File: src/rtl/ssd_pkg.sv
`default_nettype none
// ============================================================================
// Package     : ssd_pkg
// Description : Shared types and constants for the seven-segment scan
//               controller: nibble type, blank cathode pattern and the
//               active-low hex segment table.
// Revision    : 1.0 - initial release
// ============================================================================
package ssd_pkg;

    // One hex digit of display data
    typedef logic [3:0] nibble_t;

    // All cathodes released (every segment and the dp off)
    localparam logic [7:0] SSD_OFF = 8'hFF;

    // Active-low segment patterns, bit order {g,f,e,d,c,b,a}; entry n is
    // SSD_SEG_LUT[n], listed here from F down to 0
    localparam logic [15:0][6:0] SSD_SEG_LUT = {
        7'h0E, 7'h06, 7'h21, 7'h46,   // F E d C
        7'h03, 7'h08, 7'h10, 7'h00,   // b A 9 8
        7'h78, 7'h02, 7'h12, 7'h19,   // 7 6 5 4
        7'h30, 7'h24, 7'h79, 7'h40    // 3 2 1 0
    };

endpackage
`default_nettype wire

File: src/rtl/ssd_hex_decoder.sv
`default_nettype none
// ============================================================================
// Module      : ssd_hex_decoder
// Description : Combinational nibble to active-low seven-segment conversion,
//               with the decimal point folded into cathode bit 7.
// Revision    : 1.0 - initial release
// ============================================================================
module ssd_hex_decoder
    import ssd_pkg::*;
(
    input  nibble_t    nibble_i,
    input  logic       dp_i,
    output logic [7:0] cathodes_o
);

    // Table lookup for the segments; dp is active-low like the segments
    always_comb begin
        cathodes_o = {~dp_i, SSD_SEG_LUT[nibble_i]};
    end

endmodule
`default_nettype wire

File: src/rtl/ssd_scan_ctrl.sv
`default_nettype none
// ============================================================================
// Module      : ssd_scan_ctrl
// Description : Multiplexed seven-segment display scanner. A slot counter
//               times each digit, a digit index walks the anodes, brightness
//               gates the on-time inside each slot, and a pending/active
//               double buffer swaps only at the frame boundary so a frame is
//               never torn.
// Config      : define SSD_LZB_EN to blank leading zero digits (digit 0 is
//               always shown).
// Revision    : 1.0 - initial release
// ============================================================================
module ssd_scan_ctrl
    import ssd_pkg::*;
#(
    parameter int NUM_DIGITS = 8,    // 1..16
    parameter int SLOT_LOG2  = 16    // 4..24
) (
    input  logic                    clk,
    input  logic                    reset,
    input  logic                    load_valid,
    output logic                    load_ready,
    input  logic [4*NUM_DIGITS-1:0] load_data,
    input  logic [NUM_DIGITS-1:0]   load_dp,
    input  logic [3:0]              brightness,
    output logic [NUM_DIGITS-1:0]   anodes,
    output logic [7:0]              cathodes,
    output logic                    frame_done
);

    localparam int               IDX_W    = (NUM_DIGITS > 1) ? $clog2(NUM_DIGITS) : 1;
    localparam logic [IDX_W-1:0] LAST_IDX = IDX_W'(NUM_DIGITS - 1);

    // Scan state
    logic [SLOT_LOG2-1:0]    slot_cnt_q;
    logic [IDX_W-1:0]        digit_idx_q;

    // Frame buffers and handshake
    logic [4*NUM_DIGITS-1:0] pend_data_q;
    logic [NUM_DIGITS-1:0]   pend_dp_q;
    logic [4*NUM_DIGITS-1:0] act_data_q;
    logic [NUM_DIGITS-1:0]   act_dp_q;
    logic                    load_ready_q;
    logic                    frame_done_q;

    // Registered display outputs and their next-state values
    logic [NUM_DIGITS-1:0]   anodes_q;
    logic [NUM_DIGITS-1:0]   anodes_d;
    logic [7:0]              cathodes_q;
    logic [7:0]              cathodes_d;

    // Combinational helpers
    logic                    slot_wrap;
    logic                    frame_end;
    logic                    accept;
    logic                    lit;
    nibble_t                 sel_nibble;
    logic                    sel_dp;
    logic                    sel_blank;

    assign slot_wrap = &slot_cnt_q;
    assign frame_end = slot_wrap && (digit_idx_q == LAST_IDX);
    assign accept    = load_valid && load_ready_q;

    // Pull the current digit's nibble and dp out of the active buffer
    always_comb begin
        sel_nibble = '0;
        sel_dp     = 1'b0;
        for (int i = 0; i < NUM_DIGITS; i++) begin
            if (digit_idx_q == IDX_W'(i)) begin
                sel_nibble = act_data_q[4*i +: 4];
                sel_dp     = act_dp_q[i];
            end
        end
    end

`ifdef SSD_LZB_EN
    logic [NUM_DIGITS-1:0] lz_blank;

    // Walk down from the top digit: a digit is blank while it and every
    // digit above it is zero with dp clear; digit 0 always shows
    always_comb begin : b_lz_scan
        logic run;
        run      = 1'b1;
        lz_blank = '0;
        for (int i = NUM_DIGITS - 1; i >= 0; i--) begin
            run         = run & (act_data_q[4*i +: 4] == 4'h0) & ~act_dp_q[i];
            lz_blank[i] = run;
        end
        lz_blank[0] = 1'b0;
    end

    // Blank flag of the digit currently being scanned
    always_comb begin
        sel_blank = 1'b0;
        for (int i = 0; i < NUM_DIGITS; i++) begin
            if (digit_idx_q == IDX_W'(i)) begin
                sel_blank = lz_blank[i];
            end
        end
    end
`else
    assign sel_blank = 1'b0;
`endif

    // On-time inside the slot is set by the top four slot-counter bits
    assign lit = (slot_cnt_q[SLOT_LOG2-1 -: 4] <= brightness) && !sel_blank;

    // One-hot active-low anode for the current digit while it is lit
    always_comb begin
        anodes_d = '1;
        for (int i = 0; i < NUM_DIGITS; i++) begin
            if (lit && (digit_idx_q == IDX_W'(i))) begin
                anodes_d[i] = 1'b0;
            end
        end
    end

    ssd_hex_decoder u_hex_decoder (
        .nibble_i   (sel_nibble),
        .dp_i       (sel_dp),
        .cathodes_o (cathodes_d)
    );

    // Scan counters, frame buffers, handshake and registered outputs
    always_ff @(posedge clk) begin
        if (reset) begin
            slot_cnt_q   <= '0;
            digit_idx_q  <= '0;
            pend_data_q  <= '0;
            pend_dp_q    <= '0;
            act_data_q   <= '0;
            act_dp_q     <= '0;
            load_ready_q <= 1'b1;
            frame_done_q <= 1'b0;
            anodes_q     <= '1;
            cathodes_q   <= SSD_OFF;
        end else begin
            slot_cnt_q <= slot_cnt_q + SLOT_LOG2'(1);
            if (slot_wrap) begin
                digit_idx_q <= (digit_idx_q == LAST_IDX) ? '0 : digit_idx_q + IDX_W'(1);
            end
            // The copy uses the pre-edge pending value, so a frame accepted
            // on the boundary cycle waits for the next boundary
            if (frame_end) begin
                act_data_q <= pend_data_q;
                act_dp_q   <= pend_dp_q;
            end
            if (accept) begin
                pend_data_q <= load_data;
                pend_dp_q   <= load_dp;
            end
            if (accept) begin
                load_ready_q <= 1'b0;
            end else if (frame_end) begin
                load_ready_q <= 1'b1;
            end
            frame_done_q <= frame_end;
            anodes_q     <= anodes_d;
            cathodes_q   <= cathodes_d;
        end
    end

    assign load_ready = load_ready_q;
    assign frame_done = frame_done_q;
    assign anodes     = anodes_q;
    assign cathodes   = cathodes_q;

endmodule
`default_nettype wire

File: config.mk
export PLATFORM = sky130hd
export DESIGN_NAME = ssd_scan_ctrl
export DESIGN_NICKNAME = d
export VERILOG_FILES = /design/src/rtl/ssd_pkg.sv /design/src/rtl/ssd_hex_decoder.sv /design/src/rtl/ssd_scan_ctrl.sv
export SDC_FILE = /design/constraint.sdc
export NUM_CORES = 1
export LEC_CHECK = 0
export CORE_ASPECT_RATIO = 0.5
export CORE_UTILIZATION = 40
export CTS_CLUSTER_DIAMETER = 100
export DETAILED_ROUTE_END_ITERATION = 10
export GPL_TIMING_DRIVEN = 0
export PLACE_DENSITY = 0.67
export SYNTH_ARGS = -nofsm -noshare
export SYNTH_HDL_FRONTEND = slang
export SYNTH_SLANG_ARGS = --single-unit
File: constraint.sdc
create_clock -name clk -period 4.4 [get_ports clk]
set_clock_uncertainty 0.15 [all_clocks]
set_input_delay 1.32 -clock clk [delete_from_list [all_inputs] [get_ports clk]]
set_output_delay 1.32 -clock clk [all_outputs]
set_load 0.01 [all_outputs]
==> results of run 1 <==
state kept, by name (all words and copies together) (netlist names):
name         count
act_data_q      32
pend_data_q     32
slot_cnt_q      16
act_dp_q         8
anodes           8
cathodes         8
pend_dp_q        8
digit_idx_q      3
frame_done       1
load_ready       1
metrics by stage:
step,cell area (um^2),std cells,hold WS [ns]
after floorplan,4780,520,0.2797
after global placement,5619,743,0.2920
after detailed placement,5619,743,0.2965
after CTS,6206,774,0.3042
after global routing,6206,774,0.3157
final,6206,774,0.3040
logic make-up after synthesis:
group / Yosys count
DFF: 117
xor gates and xnor gates: 15
buffers and inverters: 53
muxes: 4
AOI/OAI and AO/OA: 138
and+or+nand+nor: 176
adders and majority gates: 17
metal layers:
metal	part of all wire (%)	vias to the layer above	GRT usage, %
met1	49	1931	26.30
met2	42	117	30.58
li1	-	1978	-
met3	7.5	19	6.714
met4	1.4	0	7.549
met5	0	-	0
critical path: stages:
cell and delay, ns:
clkdlybuf4s50_1 0.45, inv_1 0.04, ha_1 0.29, nor2b_1 0.13
o21a_1 0.16, o21ai_0 0.17, nand2b_1 0.08, a21oi_1 0.71
nand3_1 0.22
cell usage in the layout (no fill, tap or decap), drive strengths merged, types with 5 or more instances in the layout:
master	instances
inv	17
dfxtp	117
clkdlybuf4s50	64
o21ai	8
xnor2	7
a21oi	53
xor2	8
and3	6
a21o	5
clkbuf	37
nand3	16
nor2	27
nand2	104
buf	22
a22o	41
ha	17
layout make-up:
class / instances / area (um^2)
buffer: 36 / 197.7
clock buffer: 23 / 488.0
clock inverter: 8 / 98.84
fill: 1046 / 5111
inverter: 17 / 63.81
multi-input combinational: 350 / 2176
sequential: 117 / 2342
tap: 159 / 198.9
timing repair buffer: 64 / 640.6
synth_stat cells, drive strengths merged, types with 2 or more instances:
| cell | instances | share of area (%) |
|---|---|---|
| dfxtp | 117 | 49 |
| nand2 | 104 | 8.2 |
| a21oi | 53 | 5.6 |
| a22o | 41 | 7.5 |
| nor2 | 27 | 2.2 |
| buf | 22 | 2.8 |
| ha | 17 | 4.5 |
| inv | 17 | 1.3 |
| nand3 | 16 | 1.7 |
| clkbuf | 14 | 1.3 |
| o21ai | 8 | 0.99 |
| xor2 | 8 | 1.5 |
| xnor2 | 7 | 1.3 |
| and3 | 6 | 0.79 |
| a21o | 5 | 0.79 |
| nor2b | 4 | 0.68 |
| nor3 | 4 | 0.52 |
| a221o | 3 | 0.63 |
| and2 | 3 | 0.39 |
| mux2i | 3 | 0.63 |
| nand2b | 3 | 0.39 |
| nand4 | 3 | 0.39 |
| a2111oi | 2 | 0.39 |
| a221oi | 2 | 0.50 |
| a311oi | 2 | 0.50 |
| a31oi | 2 | 0.26 |
| and3b | 2 | 0.37 |
| nand3b | 2 | 0.31 |
| o21a | 2 | 0.31 |
| o311ai | 2 | 0.37 |
| o31a | 2 | 0.37 |
power breakdown:
group          total (mW)  internal [mW]  switching (mW)
clock network        1.36          0.887           0.474
registers            1.11           1.09          0.0155
logic               0.139         0.0686          0.0706
total                2.60           2.05           0.560
worst paths after layout:
check | to | slack [ns] | cells after the start
min reg2reg | pend_data_q[16] | 0.30 | 2
max reg2reg | cathodes[3] | 1.11 | 12
min | pend_data_q[16] | 0.30 | 2
max | anodes[4] | 0.91 | 9
==> summary.txt, run 1 <==
Run status
  – Status: finished clean

Power and ir drop
  – VDD IR max: 232.8 uV
  – Leakage power: 2.437 nW
  – Power Total: ~2.6 mW
  – Pwr/cell area: 419.7 mW/mm^2

Drt
  – Starting DRC count in detailed routing: 244
  – Number of detailed-route iterations in the first pass: 5
  – Antenna Violating Nets Remaining: 0
  – Via density per instance: 5.226
  – Final wirelength: ~11000 um
  – DR WL/cell: 14.72 um
  – Total number of vias: 4045
  – # DRC: 0

Logic synthesis
  – Netlist cell types: 63
  – Synth Area in XOR/XNOR: 2.749%
  – Post-Synth Simple-Gate Area: 16.28%
  – Synthesized net count: about 600
  – Asr flop ratio synth: 0%
  – EDFF count, synth: 0
  – Average size of a mapped cell: approximately 9.2 um^2
  – Adder-Cell Fraction of Synth Area: 4.450%
  – Post-synthesis compound-gate area fraction: a little over a fifth
  – Sequential area share after synthesis: between 40 and 50%
  – Ys Warns: 0
  – Yosys reg bits: approximately 120
  – Main synth FF type: dfxtp_1
  – Largest family of logic cells by synthesized area: compound AO/OA/AOI/OAI gates
  – Syn Inst Count: 520
  – Multiplexer share of the synthesized area: 0.9424%
  – Mapped cell area: roughly 0.0048 mm^2

Placement
  – Routability cong.: around 0.90
  – PortBufs: 64
  – Dpl ws: 0.5139 ns
  – Post-DP HPWL: 8258 um

Global route
  – Vias in the first global route: 3766
  – Pin count of the biggest net entering global routing: 17
  – Initial antenna violation count: 0
  – Gr ovfl total: 0
  – First-pass GRT wire length: 18870 um
  – All-Layer GR Usage: 20.08%

CTS
  – Clk sink count: 117
  – Clock latency on the worst-skew pair: 0.41 ns
  – CTS max path bufs: 2
  – Setup repair bufs after CTS: 0
  – Clock Pin Slew Worst Setup and Hold Paths: 0.05 ns
  – CTS Hold Bufs: 0
  – Post-CTS Resized: 0
  – H-tree lvl count: 4
  – CTS buffer count: 17
  – Root buf cell: clkbuf_16
  – CTS tree: yes

Cells and area
  – Share of layout cells above drive strength 1: 10.08%
  – Nets: 667
  – Area added between synthesis and finish: 29.84%
  – Diode count: 0
  – Final cell utilization of the core: between 50% and 60%

STA
  – Final TNS setup: 0 ns
  – Slew Viols, Final: 0
  – Rel. slew slack: 38.50%
  – Worst-margin pin slew: a little over 0.9 ns
  – Final setup violation count: 0
  – Fmax achieved: 286.7 MHz
  – Final Hold Viols: 0
  – Final Cycle Share: approximately four fifths
  – Fin crit period: roughly 3.5 ns
  – Final WS setup: 0.9119 ns
  – RSZ-0062 raised after global routing: false

Floorplan
  – # IOs: 65
  – Core Box Area: 0.01132 mm^2
  – Die area: 0.01242 mm^2
  – Die Ht: 79.30 um
  – Initial Util: between 40% and 50%
  – Site Rows: 27
  – Die Wd: approximately 160 um

Setup path
  – Worst Setup Path Type: in2reg
  – Type of origin of the critical path: input port
  – Worst endpoint required time: 4.49 ns
  – Worst-path fanout max: 8
  – Critical Path End Type: register
  – Reg2reg start: digit_idx_q[1]
  – Worst Path Arrival: 3.58 ns
  – Crit path from: brightness[1]

Hold path
  – Min-delay src: pend_data_q[16]
  – Hold Crit Class: reg2reg

Run
  – Max Cap Viol: 0
Power figures use the tool's default switching activity.
==> run 2, diff against run 1 <==
Clock period 4.4 ns to 3.5 ns, I/O delays scaled along.
==> run 2 against run 1 <==
Against the previous run: final area did not move; power rose by 26%; critical path depth rose by 3; largest cell class unchanged.
==> summary.txt, run 2 (synthesis results as in run 1) <==
Run status
  – Status: finished clean

Power and ir drop
  – Pwr/cell area: 527.6 mW/mm^2
  – Power Total: about 3.3 mW
  – Leakage power: 2.437 nW
  – P_int: 2.571 mW
  – VDD IR max: 292.7 uV
  – Net Sw Power: 0.7034 mW
  – Flop pwr share: 42.4%
  – Switching Share: 21.48%
  – Comb power frac: 5.3%
  – Clk pwr share: 52.2%

Cells and area
  – Register area: 0.002342 mm^2
  – Commonest non-fill, non-tap cell in the layout: dfxtp_1
  – FILL cells: 1046
  – Diode count: 0
  – Final cell utilization of the core: 54.84%
  – Area of the multi-input gates: ~0.0022 mm^2
  – Commonest cells after routing, fill and taps aside: dfxtp_1 (117), nand2_1 (103), clkdlybuf4s50_1 (64), a21oi_1 (52), a22o_1 (41)
  – Share of layout cells above drive strength 1: 10.08%
  – Nets: 667
  – Top Registers: act_data_q (32), pend_data_q (32), slot_cnt_q (16)
  – Area added between synthesis and finish: 29.84%

STA
  – Hold slack final: 0.3040 ns
  – Worst-margin pin slew: around 0.9 ns
  – RSZ-0062 raised after global routing: false
  – Rel. slew slack: approximately 39%
  – Final Cycle Share: between 90% and 100%
  – Final setup violation count: 0
  – Fmax achieved: slightly above 300 MHz
  – Fin crit period: 3.262 ns
  – Slew Viols, Final: 0
  – Final Hold Viols: 0

Hold path
  – Hold Crit Class: reg2reg
  – Hold Path Depth: 2
  – Min-delay src: pend_data_q[16]
  – End of the worst hold path: pend_data_q[16]

CTS
  – CTS Hold Bufs: 0
  – CTS max path bufs: 2
  – Setup repair bufs after CTS: 0
  – CTS tree: yes
  – Clock Pin Slew Worst Setup and Hold Paths: 0.05 ns
  – CTS buffer count: 17
  – Root buf cell: clkbuf_16
  – Clk sink count: 117
  – H-tree lvl count: 4
  – Post-CTS Resized: 0
  – Clock latency on the worst-skew pair: 0.41 ns

Global route
  – Vias in the first global route: 3766
  – First-pass GRT wire length: 18870 um
  – Gr ovfl total: 0
  – Pin count of the biggest net entering global routing: 17
  – All-Layer GR Usage: 20.08%
  – Initial antenna violation count: 0

Setup path
  – Worst Path Arrival: 3.40 ns
  – Worst endpoint required time: 3.64 ns
  – Reg2reg start: digit_idx_q[1]
  – Type of origin of the critical path: register
  – Worst-path fanout max: 10
  – Worst Setup Path Type: reg2reg
  – Reg2Reg Depth: 12
  – R2R setup slack: 0.24 ns
  – Critical Path End Type: register
  – Reg2reg end: cathodes[3]

Drt
  – Starting DRC count in detailed routing: between 200 and 250
  – Final wirelength: 11390 um
  – Via density per instance: 5.214
  – Antenna Violating Nets Remaining: 0
  – Number of detailed-route iterations in the first pass: 5
  – Total number of vias: 4036
  – # DRC: 0
  – DR WL/cell: approximately 15 um

Placement
  – Post-DP HPWL: between 8000 and 9000 um
  – PortBufs: 64
  – Routability cong.: 0.9045

Floorplan
  – Core Box Area: 0.01132 mm^2
  – Die Ht: 79.30 um
  – Initial Util: a little over two fifths
  – Site Rows: 27
  – Die area: 0.01242 mm^2
  – # IOs: 65
  – Die Wd: 156.6 um

Run
  – Max Cap Viol: 0
==> run 2: cell counts in the layout (fill, tap and decap cells not counted) <==
Identical to the previous run, type by type.
==> run 2: final cells by class <==
class / instances / area share [%]
multi-input cells: 350 / 35.06
flip-flops and latches: 117 / 37.74
inverters: 17 / 1.028
plain buffers: 36 / 3.185
well taps: 159 / 3.206
clock buffers: 23 / 7.863
clock inverters: 8 / 1.593
repair buffers: 64 / 10.32
==> run 2: how the worst max path moves through the flow <==
| stage | to | depth (start not counted) | from | slack [ns] |
|---|---|---|---|---|
| CTS | cathodes[3] | 12 | digit_idx_q[2] | 0.26 |
| global route | cathodes[3] | 12 | digit_idx_q[2] | 0.008 |
| finish | cathodes[3] | 12 | digit_idx_q[1] | 0.24 |
| detailed placement | anodes[4] | 9 | brightness[1] | -0.12 |
| global placement | anodes[0] | 9 | brightness[1] | -0.03 |
| floorplan | cathodes[5] | 12 | digit_idx_q[0] | 0.81 |
==> run 2: worst max-delay path, stage by stage, from the launching register on <==
cell	delay, ns
dfxtp_1	0.37
inv_1	0.08
ha_1	0.26
buf_4	0.21
a21oi_1	0.13
o21ai_0	0.15
a311oi_1	0.48
o31a_1	0.37
inv_1	0.11
ha_1	0.21
a21boi_1	0.15
a2111oi_1	0.39
nor2_1	0.08
==> run 2: metal layers <==
layer | GRT usage, % | vias up | routed length [um]
met5 | 0 | - | 0
met4 | 7.549 | 0 | 157
met3 | 6.714 | 19 | 840
met2 | 30.58 | 116 | 4804
met1 | 26.30 | 1923 | 5588
li1 | - | 1978 | -
==> run 2: power groups by stage <==
stage	registers, mW	clock network [mW]	logic, mW
after floorplan	1.41	0	0.0806
after global placement	1.42	0	0.174
after detailed placement	1.42	0	0.177
after CTS	1.39	1.73	0.177
after global routing	1.39	1.78	0.198
final	1.39	1.71	0.175
==> run 2: stage by stage <==
step,TNS [ns],std cells,instance area (um^2),setup WS [ns]
final,0,774,6206,0.2378
after global placement,-0.05616,743,5619,-0.02938
after detailed placement,-0.4042,743,5619,-0.1161
after floorplan,0,520,4780,0.8121
after global routing,0,774,6206,0.007738
after CTS,0,774,6206,0.2585
